==> src/rtl/scan_pkg.sv <==
// Shared constants and types for the seven-segment scan controller and its decoder stage.
package scan_pkg;

  localparam int DIGITS = 4;
  localparam int IDX_W  = 2;
  localparam int VAL_W  = 4;

  typedef logic [IDX_W-1:0] idx_t;
  typedef logic [VAL_W-1:0] val_t;

endpackage

==> src/rtl/scan_ctrl_tick_gen.sv <==
// Refresh divider: counts 0..DIV_MAX while run is high and flags the terminal count.
module tick_gen #(
  parameter int DIV_W   = 16,
  parameter int DIV_MAX = 49999
) (
  input  logic clk,
  input  logic rst,
  input  logic run,
  output logic tc
);

  logic [DIV_W-1:0] cnt;

  if (DIV_MAX < 0 || longint'(DIV_MAX) > ((longint'(1) << DIV_W) - 1)) begin : g_div_max_range
    $error("tick_gen: DIV_MAX does not fit in DIV_W bits");
  end

  // tc is qualified by run so a frozen divider never reports a terminal count.
  assign tc = run && (cnt == DIV_W'(DIV_MAX));

  always_ff @(posedge clk) begin
    if (rst) begin
      cnt <= '0;
    end else if (run) begin
      // NOTE: clocked state always uses <= so every register samples pre-edge values.
      cnt <= tc ? '0 : cnt + DIV_W'(1);
    end
  end

endmodule

==> src/rtl/scan_ctrl.sv <==
// Four-digit display scan controller with a shadow value committed at frame boundaries.
// Optional blink of the whole display is enabled by defining SCAN_BLINK_EN.
module scan_ctrl
  import scan_pkg::*;
#(
  parameter int DIV_W        = 16,
  parameter int DIV_MAX      = 49999,
  parameter int BLINK_FRAMES = 64
) (
  input  logic             clk,
  input  logic             rst,
  input  logic             load,
  input  logic [VAL_W-1:0] din,
  input  logic             frz,
  output idx_t             en,
  output logic [VAL_W-1:0] num,
  output logic             tick,
  output logic             pending,
  output logic             blank
);

  logic       tc;
  logic       wrap;
  val_t       shadow;

  if (BLINK_FRAMES < 1) begin : g_blink_range
    $error("scan_ctrl: BLINK_FRAMES must be at least 1");
  end

  tick_gen #(
    .DIV_W   (DIV_W),
    .DIV_MAX (DIV_MAX)
  ) u_tick_gen (
    .clk (clk),
    .rst (rst),
    .run (~frz),
    .tc  (tc)
  );

  // A frame ends when the last digit hands over to digit 0.
  assign wrap = tc && (en == idx_t'(DIGITS - 1));

  always_ff @(posedge clk) begin
    if (rst) begin
      // NOTE: every register here is plain state, so all of it is reset explicitly.
      en      <= '0;
      num     <= '0;
      shadow  <= '0;
      pending <= 1'b0;
      tick    <= 1'b0;
    end else begin
      tick <= tc;
      if (tc) en <= en + idx_t'(1);
      if (load) shadow <= din;
      // On a coincident load the old shadow commits and the new one stays pending.
      if (wrap && pending) begin
        num     <= shadow;
        pending <= load;
      end else if (load) begin
        pending <= 1'b1;
      end
    end
  end

`ifdef SCAN_BLINK_EN
  localparam int FR_W = (BLINK_FRAMES > 1) ? $clog2(BLINK_FRAMES) : 1;

  logic [FR_W-1:0] frame_cnt;

  always_ff @(posedge clk) begin
    if (rst) begin
      frame_cnt <= '0;
      blank     <= 1'b0;
    end else if (wrap) begin
      if (frame_cnt == FR_W'(BLINK_FRAMES - 1)) begin
        frame_cnt <= '0;
        blank     <= ~blank;
      end else begin
        frame_cnt <= frame_cnt + FR_W'(1);
      end
    end
  end
`else
  assign blank = 1'b0;
`endif

endmodule

==> config.mk <==
export PLATFORM = sky130hd
export DESIGN_NAME = scan_ctrl
export DESIGN_NICKNAME = d
export VERILOG_FILES = /design/src/rtl/scan_pkg.sv /design/src/rtl/scan_ctrl_tick_gen.sv /design/src/rtl/scan_ctrl.sv
export SDC_FILE = /design/constraint.sdc
export NUM_CORES = 1
export LEC_CHECK = 0
export ABC_AREA = 1
export CORE_ASPECT_RATIO = 1.5
export CORE_MARGIN = 1.5
export CORE_UTILIZATION = 48
export DETAILED_ROUTE_END_ITERATION = 8
export PLACE_DENSITY = 0.73
export SLEW_MARGIN = 20
export SYNTH_ARGS = -nofsm -noshare
export SYNTH_HDL_FRONTEND = slang
export SYNTH_SLANG_ARGS = --single-unit
==> constraint.sdc <==
create_clock -name clk -period 1.4 [get_ports clk]
set_input_delay 0.28 -clock clk [delete_from_list [all_inputs] [get_ports clk]]
set_output_delay 0.28 -clock clk [all_outputs]
set_load 0.01 [all_outputs]
# After elaboration in Yosys (flattened, before gate mapping)
# Cells that the tools add are included.
[totals] reg_bits=28 inputBits=8 output_inout_bits=9 elab_cells=18
[classes] add_sub_neg=2 n_eq_ne=2 muxes=3 bitwise=1 reduce_logical=4
[op_table] cell="16-bit by 1-bit adder with 16-bit output, second input constant" count=1
[op_table] cell="16-bit equality test, second input constant" count=1
[op_table] cell="16-bit two-way mux" count=1
[op_table] cell="1-bit logical AND" count=3
[op_table] cell="2-bit by 1-bit adder with 2-bit output, second input constant" count=1
[op_table] cell="2-bit equality test, second input constant" count=1
[op_table] cell="1-bit two-way mux" count=2
[op_table] cell="2-bit nonzero test" count=1
[op_table] cell="1-bit inverter" count=1

# Depth between registers and ports, before layout
# Gate-level depths: netlist of run 1.
[logic_depth] depth_word=5 ltp_mapped=10 depth_no_buf=10

# Hierarchy
# A second synthesis of run 1 with hierarchy kept.
[unflattened] hier_cells=195 hier_area_um2=1400.1
[by_module_without_submodules] module="tick_gen" n_inst=1 cells_each=134 area_per_inst_um2=944.7 seq_area_each_um2=320.3
[by_module_without_submodules] module="scan_ctrl" n_inst=1 cells_each=61 area_per_inst_um2=455.4 seq_area_each_um2=240.2

# Worst setup path before layout of run 1
# OpenSTA, ideal clock, no wires.
[synth_timing] path_type="reg-to-reg" startpoint="register u_tick_gen.cnt[0]" endpoint="register u_tick_gen.cnt[0]" setup_ns=0.118 arrival_ns=1.209 required_time_ns=1.282 path_slack_ns=0.073 stages_incl_launch_ff=11 path_buffers=0 period_less_slack_ns=1.327 path_cell_list="dfxtp_1 ha_1 nand2_1 inv_2 nand2_1 nor2_4 nand2_4 nand2_4 inv_4 nand2_1 o21ai_1"
[synth_between] elab_chain_cells=3 elab_cells_between_ends=4 cone_classes="1 x add/sub; 1 x eq/ne; 1 x mux; 1 x reduce/logical"
[synth_rtl] element="from (decl)" line="scan_ctrl_tick_gen.sv:12" rtl="logic [DIV_W-1:0] cnt;"
[synth_rtl] element="from (signal assigned)" line="scan_ctrl_tick_gen.sv:26" rtl="cnt <= tc ? '0 : cnt + DIV_W'(1);"
[synth_rtl] element="branches (longest 2 deep; another with 16-bit by 1-bit adder with 16-bit output)"
[synth_rtl] element="16-bit two-way mux *" line="scan_ctrl_tick_gen.sv:26"
# Mark *: on every way between the ends.
# A chain may end at the register's enable or synchronous reset.

# Worst setup path in the final report of run 1
[layout_timing] startpoint="register u_tick_gen.cnt[0]" endpoint="register u_tick_gen.cnt[9]"
# The elaborated chain is that of the path after synthesis.

==> results of run 1 <==
worst register-to-register path: cells and delay by family, from the launching register on:
kind	cells	cell delay, ns
AO/OA/AOI/OAI	1	0.06
AND/OR/NAND/NOR	6	0.56
flip-flops	1	0.36
adder cells (fa/ha/maj)	1	0.14
buffers and inverters	2	0.13
per-layer routing:
layer	GRT usage [%]	vias to the layer above	part of all wire [%]	wire length [um]
li1	-	661	-	-
met1	20.3	578	41	1280
met2	42.2	31	54	1700
met3	1.85	7	2.2	69
met4	12.1	0	2.5	77
met5	0	-	0	0
worst max-delay path by stage:
stage,start,endpoint,slack [ns],cells after the start
floorplan,u_tick_gen.cnt[0],u_tick_gen.cnt[0],0.07,10
global route,u_tick_gen.cnt[0],u_tick_gen.cnt[9],-0.03,10
global placement,frz,u_tick_gen.cnt[0],-0.18,9
detailed placement,frz,u_tick_gen.cnt[9],-0.22,9
finish,u_tick_gen.cnt[0],u_tick_gen.cnt[9],0.04,10
CTS,u_tick_gen.cnt[1],u_tick_gen.cnt[9],0.001,10
Yosys cell counts (all sizes together):
cell / number
o21bai: 1
a21oi: 5
o22ai: 1
nor3b: 1
xor2: 2
or2: 1
dfxtp: 28
inv: 20
conb: 1
nor2: 47
ha: 2
nor3: 3
a31oi: 2
o21ai: 10
buf: 3
nand4: 7
nand3: 9
nand2: 47
sequential cells by signal, indices dropped and copies added (netlist names):
name,flops
shadow,4
tick,1
num,4
pending,1
en,2
u_tick_gen.cnt,16
layout by cell type (no fill, tap or decap), types with 4 or more instances in the layout:
cell and count:
sky130_fd_sc_hd__nand2_2 11, sky130_fd_sc_hd__nand3_1 9, sky130_fd_sc_hd__dfxtp_1 24, sky130_fd_sc_hd__nand4_1 6, sky130_fd_sc_hd__nor2_4 5, sky130_fd_sc_hd__nand2_1 33, sky130_fd_sc_hd__inv_1 15, sky130_fd_sc_hd__dlygate4sd2_1 7
sky130_fd_sc_hd__clkdlybuf4s50_1 7, sky130_fd_sc_hd__dfxtp_2 4, sky130_fd_sc_hd__buf_4 12, sky130_fd_sc_hd__nor2_1 39, sky130_fd_sc_hd__a21oi_1 5, sky130_fd_sc_hd__o21ai_1 4, sky130_fd_sc_hd__o21ai_0 4
report_power, final:
part           switching (mW)  internal, mW
Clock                   0.233         0.193
Combinational          0.0574        0.0576
Sequential             0.0126         0.812
kinds of logic after synthesis:
kind of cell,count (synthesis),synth area share [%]
AND/OR/NAND/NOR,115,40.0
flip-flops,28,41.1
buffers and inverters,23,7.61
AO/OA/AOI/OAI,19,7.97
XOR/XNOR,2,1.28
adder cells (fa/ha/maj),2,1.83
other,1,0.275
what timing repair did:
action	CTS	global route
pin swaps	3	5
resized for setup	12	18
buffers inserted	0	1
endpoints found under the setup margin	25	19
hold endpoints to repair	0	0
metrics by stage:
step                utilization, %  area, um^2
global route                  65.4        1750
finish                        65.4        1750
detailed placement            61.2        1640
floorplan                        -        1370
global placement              61.2        1640
CTS                           62.7        1680
area by class of cell:
class,count,area (um^2)
multi-input combinational,139,757
clock buffer,3,41.3
fill,241,927
inverter,20,85.1
timing repair buffer,28,254
tap,37,46.3
sequential,28,566
==> impl_metrics.csv, run 1 <==
group,metric,value,unit
status,run_status,"complete, no violations",
power_and_ir_drop,power_density,781,nW/um^2
setup_path,timing.critical_path.buf_inv,2,
floorplan,die_width,46.5,um
sta,timing.clock.skew,0.00666,ns
clock_tree,clock_tree.buffer_depth,2,
clock_tree,worstSkewPairLatency,0.27,ns
logic_synthesis,syn_area_cell,7.18,um^2
cells_and_area,number_of_standard_cells_in_the_final_layout_excluding_fillers,255,
setup_path,timing.rr.start,"u_tick_gen.cnt[0]",
sta,fin_hold_ws,0.478,ns
sta,finalHoldViolCount,0,
setup_path,ff2ff_setup_slack,0.04,ns
setup_path,crit_fanout,10,
sta,post-route-worst-setup-slack,0.0406,ns
clock_tree,clkSinkCount,28,
setup_path,rr_worst_depth,10,
clock_tree,tritoncts,"built",
setup_path,path_class,"flip-flop to flip-flop",
cells_and_area,layout.nets,230,
setup_path,worst_ep_required_time,1.57,ns
worst_hold_path,timing.hold.worst_path_depth,2,
drt,detailroute.via_count,1277,
run,max_cap_viol_count,0,
clock_tree,cts.reportedPaths.clkPinSlew,0.09,ns
clock_tree,cts_root_buffer,"sky130_fd_sc_hd__clkbuf_8",
drt,first_iter_violations,30,
floorplan,effective_utilization_at_floorplan,51.0,%
logic_synthesis,synth_top_area_cell,"sky130_fd_sc_hd__dfxtp_1",
power_and_ir_drop,total_power,1.37,mW
drt,detail_route.first_pass.iterations,4,
drt,via_to_cell_ratio,5.01,
logic_synthesis,netlist-cell-type-count,28,
setup_path,cell_at_the_slowest_stage_of_the_critical_path,"sky130_fd_sc_hd__dfxtp_2",
floorplan,die-height,68.3,um
setup_path,worst_setup_path_start_kind,"flip-flop",
setup_path,critPathCaptureType,"flip-flop",
clock_tree,tritoncts.num_buffers,3,
cells_and_area,layout-area-overhead-vs-synth,28.1,%
setup_path,worst_r2r_endpoint,"u_tick_gen.cnt[9]",
floorplan,total_i_o_pin_count,17,
setup_path,worst_ep_arrival_time,1.53,ns
drt,route.detailed.wl_per_inst,12.3,um
floorplan,design.die.area,3180,um^2
grt,grt_pass1_vias,1210,
sta,min_clock_period_post_route,1.36,ns
sta,rsz_0062_raised_after_global_routing,"true",
clock_tree,cts.htree.levels,1,
logic_synthesis,synth_nets,200,
sta,setup_viol,0,
grt,pin_count_of_the_biggest_net_entering_global_routing,15,
grt,grt_usage,21.5,%
placed_design,place_congestion,0.871,
placed_design,io_buffers,15,
floorplan,placement_rows,23,
logic_synthesis,synth_warnings,0,
drt,drc_errors,0,
sta,fin_tns_setup,0,ns
setup_path,crit_chain,"ha_4 -> nand2_2 -> inv_4 -> nand2_4 -> nor2_4 -> nand2_4 -> nand2_8 -> inv_8 -> o21ai_2 -> nor2_1",
worst_hold_path,min_from,"shadow[2]",
drt,totalWireLength,3130,um
power_and_ir_drop,irDropWorstVdd,0.518,mV
placed_design,place.detailed.instances,251,
logic_synthesis,seq_area_frac_synth,41.1,%
sta,maximum_clock_rate,736,MHz
cells_and_area,drive_gt1_share,23.4,%
sta,final_max_slew_viol_count,0,
cells_and_area,antenna-diode-count,0,
logic_synthesis,synth-seq-cells,28,
logic_synthesis,leading_cell_types_by_total_area_after_synthesis,"sky130_fd_sc_hd__dfxtp_1, sky130_fd_sc_hd__nand2_1, sky130_fd_sc_hd__nor2_1",
logic_synthesis,syn_inst,190,
worst_hold_path,whs_endpoint,"num[2]",
grt,grt_pass1_wl,4890,um
setup_path,kind_of_cell_adding_the_most_delay_to_the_critical_path,"simple AND/OR/NAND/NOR gates",
grt,antenna_found_initial,0,
drt,route.antenna.remaining_nets,0,
placed_design,dp_hpwl,2480,um
floorplan,area_of_the_core,2680,um^2
setup_path,cpMostUsedCell,"sky130_fd_sc_hd__nand2_4",
logic_synthesis,syn-cell-area,1370,um^2
grt,global_route.overflow_total,0,
sta,fin_crit_sh,97.1,%
placed_design,dp_worst_setup_slack,-0.219,ns
power_and_ir_drop,leakage,0.769,nW
logic_synthesis,area_share_of_the_largest_cell_type_after_synthesis,41.1,%
setup_path,crit_path_max_incr_delay,0.36,ns
clock_tree,ctsHoldBuffers,0,
worst_hold_path,min-delay-path-class,"flip-flop to flip-flop",
No activity file was read; power rests on OpenSTA's default activity.
==> run 2: changes to the inputs <==
==> constraint.sdc (replaced) <==
create_clock -name clk -period 1.4 [get_ports clk]
set_input_delay 0.28 -clock clk [delete_from_list [all_inputs] [get_ports clk]]
set_output_delay 0.28 -clock clk [all_outputs]
set_load 0.1 [all_outputs]
==> run 2 against run 1 <==
Against the previous run: sequential power about the same; non-clock buffer count increased by 7; count of clock-buffer cells in the layout increased by 1; highest routed layer unchanged.
==> impl_metrics.csv, run 2 (synthesis results as in run 1) <==
group,metric,value,unit
cells_and_area,fillerInstances,216,
sta,setup_viol,0,
drt,detail_route.first_pass.iterations,4,
clock_tree,clock_tree.buffer_depth,2,
drt,first_iter_violations,22,
drt,detailroute.via_count,1335,
floorplan,design.die.area,3180,um^2
clock_tree,clkSinkCount,28,
sta,fin_crit_sh,98.4,%
setup_path,worst_setup_path_start_kind,"flip-flop",
power_and_ir_drop,irDropWorstVdd,0.744,mV
power_and_ir_drop,comb_power_share,10.6,%
cells_and_area,antenna-diode-count,0,
floorplan,total_i_o_pin_count,17,
placed_design,dp_worst_setup_slack,-0.209,ns
power_and_ir_drop,power.net_switching,0.343,mW
clock_tree,tritoncts,"built",
setup_path,crit_path_max_incr_delay,0.38,ns
drt,route.detailed.wl_per_inst,13.2,um
cells_and_area,layout.nets,237,
cells_and_area,regArea,568,um^2
power_and_ir_drop,power_density,782,nW/um^2
sta,timing.clock.skew,0.00260,ns
power_and_ir_drop,power.share.clock,33.3,%
grt,grt_pass1_vias,1345,
setup_path,worst_ep_required_time,1.57,ns
setup_path,crit_fanout,8,
cells_and_area,drive_gt1_share,29.6,%
grt,grt_usage,23.1,%
floorplan,placement_rows,23,
grt,antenna_found_initial,0,
clock_tree,cts_root_buffer,"sky130_fd_sc_hd__clkbuf_8",
cells_and_area,multiInputGateArea,751,um^2
sta,final_max_slew_viol_count,0,
clock_tree,cts.reportedPaths.clkPinSlew,0.09,ns
grt,global_route.overflow_total,0,
run,max_cap_viol_count,0,
drt,totalWireLength,3470,um
cells_and_area,most_frequent_cells_in_the_layout,"sky130_fd_sc_hd__nor2_1, sky130_fd_sc_hd__nand2_1, sky130_fd_sc_hd__dfxtp_1",
grt,pin_count_of_the_biggest_net_entering_global_routing,16,
floorplan,die-height,68.3,um
worst_hold_path,min-delay-path-class,"flip-flop to flip-flop",
clock_tree,worstSkewPairLatency,0.27,ns
setup_path,cell_at_the_slowest_stage_of_the_critical_path,"sky130_fd_sc_hd__dfxtp_2",
cells_and_area,layout_commonest_cell,"sky130_fd_sc_hd__nor2_1",
clock_tree,tritoncts.num_buffers,3,
power_and_ir_drop,seq_power_share,56.1,%
placed_design,place_congestion,0.889,
sta,maximum_clock_rate,726,MHz
placed_design,placed_area,1720,um^2
power_and_ir_drop,power.switching_fraction,23.3,%
cells_and_area,finalInstanceArea,1890,um^2
clock_tree,cts.htree.levels,1,
drt,via_to_cell_ratio,5.08,
sta,post-route-worst-setup-slack,0.0229,ns
cells_and_area,reg_top3,"u_tick_gen.cnt (16), num (4), shadow (4)",
power_and_ir_drop,cellInternalPower,1.13,mW
power_and_ir_drop,leakage,0.785,nW
status,run_status,"complete, no violations",
drt,route.antenna.remaining_nets,0,
sta,fin_hold_ws,0.483,ns
cells_and_area,largest_register_ff_count,16,
sta,min_clock_period_post_route,1.38,ns
setup_path,path_class,"flip-flop to flip-flop",
cells_and_area,layout-area-overhead-vs-synth,38.2,%
sta,finalHoldViolCount,0,
cells_and_area,max_flop_register,"u_tick_gen.cnt",
placed_design,io_buffers,15,
placed_design,dp_hpwl,2530,um
drt,drc_errors,0,
setup_path,worst_ep_arrival_time,1.55,ns
floorplan,area_of_the_core,2680,um^2
setup_path,critPathCaptureType,"flip-flop",
floorplan,effective_utilization_at_floorplan,51.0,%
sta,rsz_0062_raised_after_global_routing,"true",
floorplan,die_width,46.5,um
setup_path,crit_chain,"ha_4 -> nand2_2 -> inv_2 -> nand2_2 -> nor2_4 -> nand4_4 -> nor2_1 -> nor2_1",
grt,grt_pass1_wl,5330,um
-- run 2: cell types whose count changed in the layout (fill, tap and decap cells not counted), moves of 2 or more --
| cell | before | now |
|---|---|---|
| sky130_fd_sc_hd__nand2_1 | 33 | 37 |
| sky130_fd_sc_hd__buf_4 | 12 | 19 |
| sky130_fd_sc_hd__buf_12 | 1 | 8 |
| sky130_fd_sc_hd__dfxtp_2 | 4 | 6 |
| sky130_fd_sc_hd__nand2_2 | 11 | 8 |
| sky130_fd_sc_hd__dlygate4sd2_1 | 7 | 0 |
| sky130_fd_sc_hd__dfxtp_1 | 24 | 22 |
-- run 2: power by group through the flow --
stage / Sequential, mW / Clock, mW / Combinational (mW)
2_1_floorplan: 0.853 / 0 / 0.0594
3_3_place_gp: 0.841 / 0 / 0.130
3_5_place_dp: 0.842 / 0 / 0.135
4_1_cts: 0.823 / 0.500 / 0.143
5_1_grt: 0.829 / 0.528 / 0.168
6_report: 0.828 / 0.492 / 0.157
-- run 2: path summary, 6_finish.rpt --
check	startpoint	end	slack [ns]	depth (start not counted)
setup / recovery	u_tick_gen.cnt[1]	num[3]	0.02	8
hold / removal	en[1]	en[1]	0.48	2
setup reg to reg	u_tick_gen.cnt[1]	num[3]	0.02	8
hold reg to reg	en[1]	en[1]	0.48	2
-- run 2: critical path: cells and delay by family, from the launching register on --
kind	cells	cell delay (ns)
adder cells (fa/ha/maj)	1	0.15
buffers and inverters	1	0.08
flip-flops	1	0.38
AND/OR/NAND/NOR	6	0.67
-- run 2: what timing repair did --
item	in CTS	in global routing
hold buffers	0	0
setup endpoints to repair	16	20
pin swaps	3	3
resized for setup	5	13
setup buffers	3	4
-- run 2: metal layers --
layer / share of wire [%] / global-route usage, % / vias to the layer above
met5: 0 / 0 / -
met4: 1.7 / 9.29 / 0
met3: 2.2 / 2.37 / 6
met2: 60 / 46.0 / 28
met1: 36 / 22.5 / 629
li1: - / - / 672
-- run 2: metrics by stage --
step | power (mW) | util [%] | instances | TNS [ns]
after floorplan | 0.913 | - | 190 | 0
after global placement | 0.971 | 64.1 | 252 | -2.78
after detailed placement | 0.976 | 64.1 | 252 | -3.28
after CTS | 1.47 | 67.6 | 259 | -0.0136
after global routing | 1.53 | 70.5 | 263 | -0.918
final | 1.48 | 70.5 | 263 | 0
-- run 2: cell type report --
class	instances	share of cell area (%)
Multi-Input combinational cell	139	39.8
Tap cell	37	2.45
Sequential cell	28	30.1
Inverter	20	4.38
Timing Repair Buffer	35	20.4
Clock buffer	4	2.92
==> run 3: changes to the inputs <==
--- a/config.mk
+++ b/config.mk
@@ -7,7 +7,7 @@
 export LEC_CHECK = 0
 export ABC_AREA = 1
 export CORE_ASPECT_RATIO = 1.5
-export CORE_MARGIN = 1.5
+export CORE_MARGIN = 8
 export CORE_UTILIZATION = 48
 export DETAILED_ROUTE_END_ITERATION = 8
 export PLACE_DENSITY = 0.73
==> run 3 against run 2 <==
Against the previous run: the run now ends with setup timing left; design area shrank 2.0%; fmax shrank 2.0%; die area grew 52%; sequential share of layout area increased by 0.75 points; critical path depth up 1; cell count fell by 3.0%; global-route usage shrank 9.2 points; register-to-register slack got worse by 0.03 ns; power decreased by 0.57%.
==> impl_metrics.csv, run 3 (synthesis results as in run 1) <==
group,metric,value,unit
sta,timing.clock.skew,0.00418,ns
sta,rsz_0062_raised_after_global_routing,"true",
cells_and_area,layout-area-overhead-vs-synth,35.5,%
floorplan,die_width,59.5,um
power_and_ir_drop,leakage,0.778,nW
sta,fin_tns_setup,-0.00496,ns
setup_path,path_class,"flip-flop to flip-flop",
floorplan,die-height,81.3,um
drt,drc_errors,0,
placed_design,placed_area,1700,um^2
power_and_ir_drop,seq_power_share,56.3,%
drt,first_iter_violations,30,
clock_tree,cts.htree.levels,1,
setup_path,ff2ff_setup_slack,-0.005,ns
drt,detailroute.via_count,1287,
drt,totalWireLength,3230,um
floorplan,placement_rows,23,
power_and_ir_drop,irDropWorstVdd,0.559,mV
cells_and_area,layout.nets,229,
clock_tree,worstSkewPairLatency,0.27,ns
cells_and_area,max_flop_register,"u_tick_gen.cnt",
grt,gr-usage-met2,28.3,%
grt,grt_pass1_wl,5290,um
cells_and_area,reg_top3,"u_tick_gen.cnt (16), num (4), shadow (4)",
cells_and_area,finalInstanceArea,1850,um^2
drt,via_to_cell_ratio,5.05,
floorplan,area_of_the_core,2710,um^2
drt,route.detailed.wl_per_inst,12.7,um
drt,route.antenna.remaining_nets,0,
cells_and_area,multiInputGateArea,756,um^2
sta,maximum_clock_rate,712,MHz
cells_and_area,layout_commonest_cell,"sky130_fd_sc_hd__nor2_1",
cells_and_area,drive_gt1_share,27.1,%
setup_path,worst_ep_required_time,1.62,ns
sta,fin_crit_sh,100,%
power_and_ir_drop,power.net_switching,0.340,mW
grt,pin_count_of_the_biggest_net_entering_global_routing,16,
power_and_ir_drop,power.switching_fraction,23.2,%
clock_tree,tritoncts.num_buffers,3,
setup_path,critPathCaptureType,"flip-flop",
setup_path,worst_ep_arrival_time,1.62,ns
sta,finalHoldViolCount,0,
grt,grt-busiest-layer,"met2",
setup_path,worst_setup_path_start_kind,"flip-flop",
grt,gr-usage-met3,2.37,%
clock_tree,tritoncts,"built",
clock_tree,ctsHoldBuffers,0,
cells_and_area,regArea,571,um^2
setup_path,crit_fanout,8,
floorplan,effective_utilization_at_floorplan,50.5,%
placed_design,place.detailed.instances,248,
clock_tree,clkSinkCount,28,
cells_and_area,post-route-util,68.4,%
clock_tree,cts_root_buffer,"sky130_fd_sc_hd__clkbuf_8",
cells_and_area,most_frequent_cells_in_the_layout,"sky130_fd_sc_hd__nor2_1, sky130_fd_sc_hd__nand2_1, sky130_fd_sc_hd__dfxtp_1",
placed_design,dp_hpwl,2450,um
sta,post-route-worst-setup-slack,-0.00496,ns
power_and_ir_drop,power_density,794,nW/um^2
sta,min_clock_period_post_route,1.40,ns
grt,global_route.overflow_total,0,
drt,detail_route.first_pass.iterations,4,
worst_hold_path,min-delay-path-class,"flip-flop to flip-flop",
grt,grt_usage,13.9,%
floorplan,design.die.area,4840,um^2
power_and_ir_drop,power.share.clock,33.7,%
sta,fin_hold_ws,0.486,ns
placed_design,io_buffers,15,
grt,grt_use_met1,12.5,%
sta,final_max_slew_viol_count,0,
run,max_cap_viol_count,0,
grt,antenna_found_initial,0,
floorplan,total_i_o_pin_count,17,
power_and_ir_drop,comb_power_share,10.0,%
power_and_ir_drop,cellInternalPower,1.13,mW
status,run_status,"finished with violations",
grt,grt_pass1_vias,1281,
clock_tree,cts.reportedPaths.clkPinSlew,0.09,ns
clock_tree,clock_tree.buffer_depth,2,
cells_and_area,fillerInstances,224,
status,violated_checks,"setup timing",
cells_and_area,antenna-diode-count,0,
placed_design,place_congestion,0.912,
cells_and_area,number_of_standard_cells_in_the_final_layout_excluding_fillers,255,
cells_and_area,largest_register_ff_count,16,
sta,setup_viol,1,
## run 3: cell count changes in the layout (fill, tap and decap cells not counted), sizes merged
cell	delta
buf	-8
## run 3: path summary, 6_finish.rpt
check                    start     end  cells after the start
max          u_tick_gen.cnt[1]  num[0]                      9
min reg2reg              en[1]   en[1]                      2
min                      en[1]   en[1]                      2
max reg2reg  u_tick_gen.cnt[1]  num[0]                      9
## run 3: worst max-delay path, stage by stage (launching register included)
cell,delay (ns)
sky130_fd_sc_hd__dfxtp_4,0.38
sky130_fd_sc_hd__ha_4,0.15
sky130_fd_sc_hd__nand2_4,0.05
sky130_fd_sc_hd__inv_4,0.09
sky130_fd_sc_hd__nand2_4,0.05
sky130_fd_sc_hd__nor2_4,0.17
sky130_fd_sc_hd__nand4_4,0.17
sky130_fd_sc_hd__nand2_2,0.12
sky130_fd_sc_hd__nand2_1,0.06
sky130_fd_sc_hd__nor2_1,0.10
## run 3: metal layers
metal | share of wire [%] | wire, um | up-vias
li1 | - | - | 658
met5 | 0 | 0 | -
met1 | 37 | 1200 | 595
met4 | 1.5 | 50 | 0
met2 | 58 | 1870 | 28
met3 | 3.6 | 115 | 6
## run 3: cell type report
cell class,instances,share of cell area [%]
Multi-Input combinational cell,139,40.9
Sequential cell,28,30.9
Timing Repair Buffer,27,18.2
Inverter,20,4.60
Clock buffer,4,2.98
Tap cell,37,2.50
## run 3: through the flow
| step | setup slack (ns) | total power [mW] |
|---|---|---|
| final | -0.00496 | 1.47 |
| after global routing | -0.109 | 1.54 |
| after CTS | 0.000608 | 1.47 |
| after detailed placement | -0.194 | 0.975 |
| after global placement | -0.162 | 0.972 |
| after floorplan | 0.0218 | 0.913 |
## run 3: power by group through the flow
stage / Combinational, mW / Clock (mW) / Sequential [mW]
floorplan: 0.0594 / 0 / 0.853
global placement: 0.131 / 0 / 0.841
detailed placement: 0.134 / 0 / 0.841
CTS: 0.134 / 0.508 / 0.823
global route: 0.159 / 0.556 / 0.828
finish: 0.147 / 0.495 / 0.826
## run 3: repair_timing
| item | CTS | global route |
|---|---|---|
| pin swaps | 1 | 10 |
| buffers inserted | 0 | 3 |
| gates resized for setup | 1 | 20 |
| endpoints found under the setup margin | 18 | 19 |
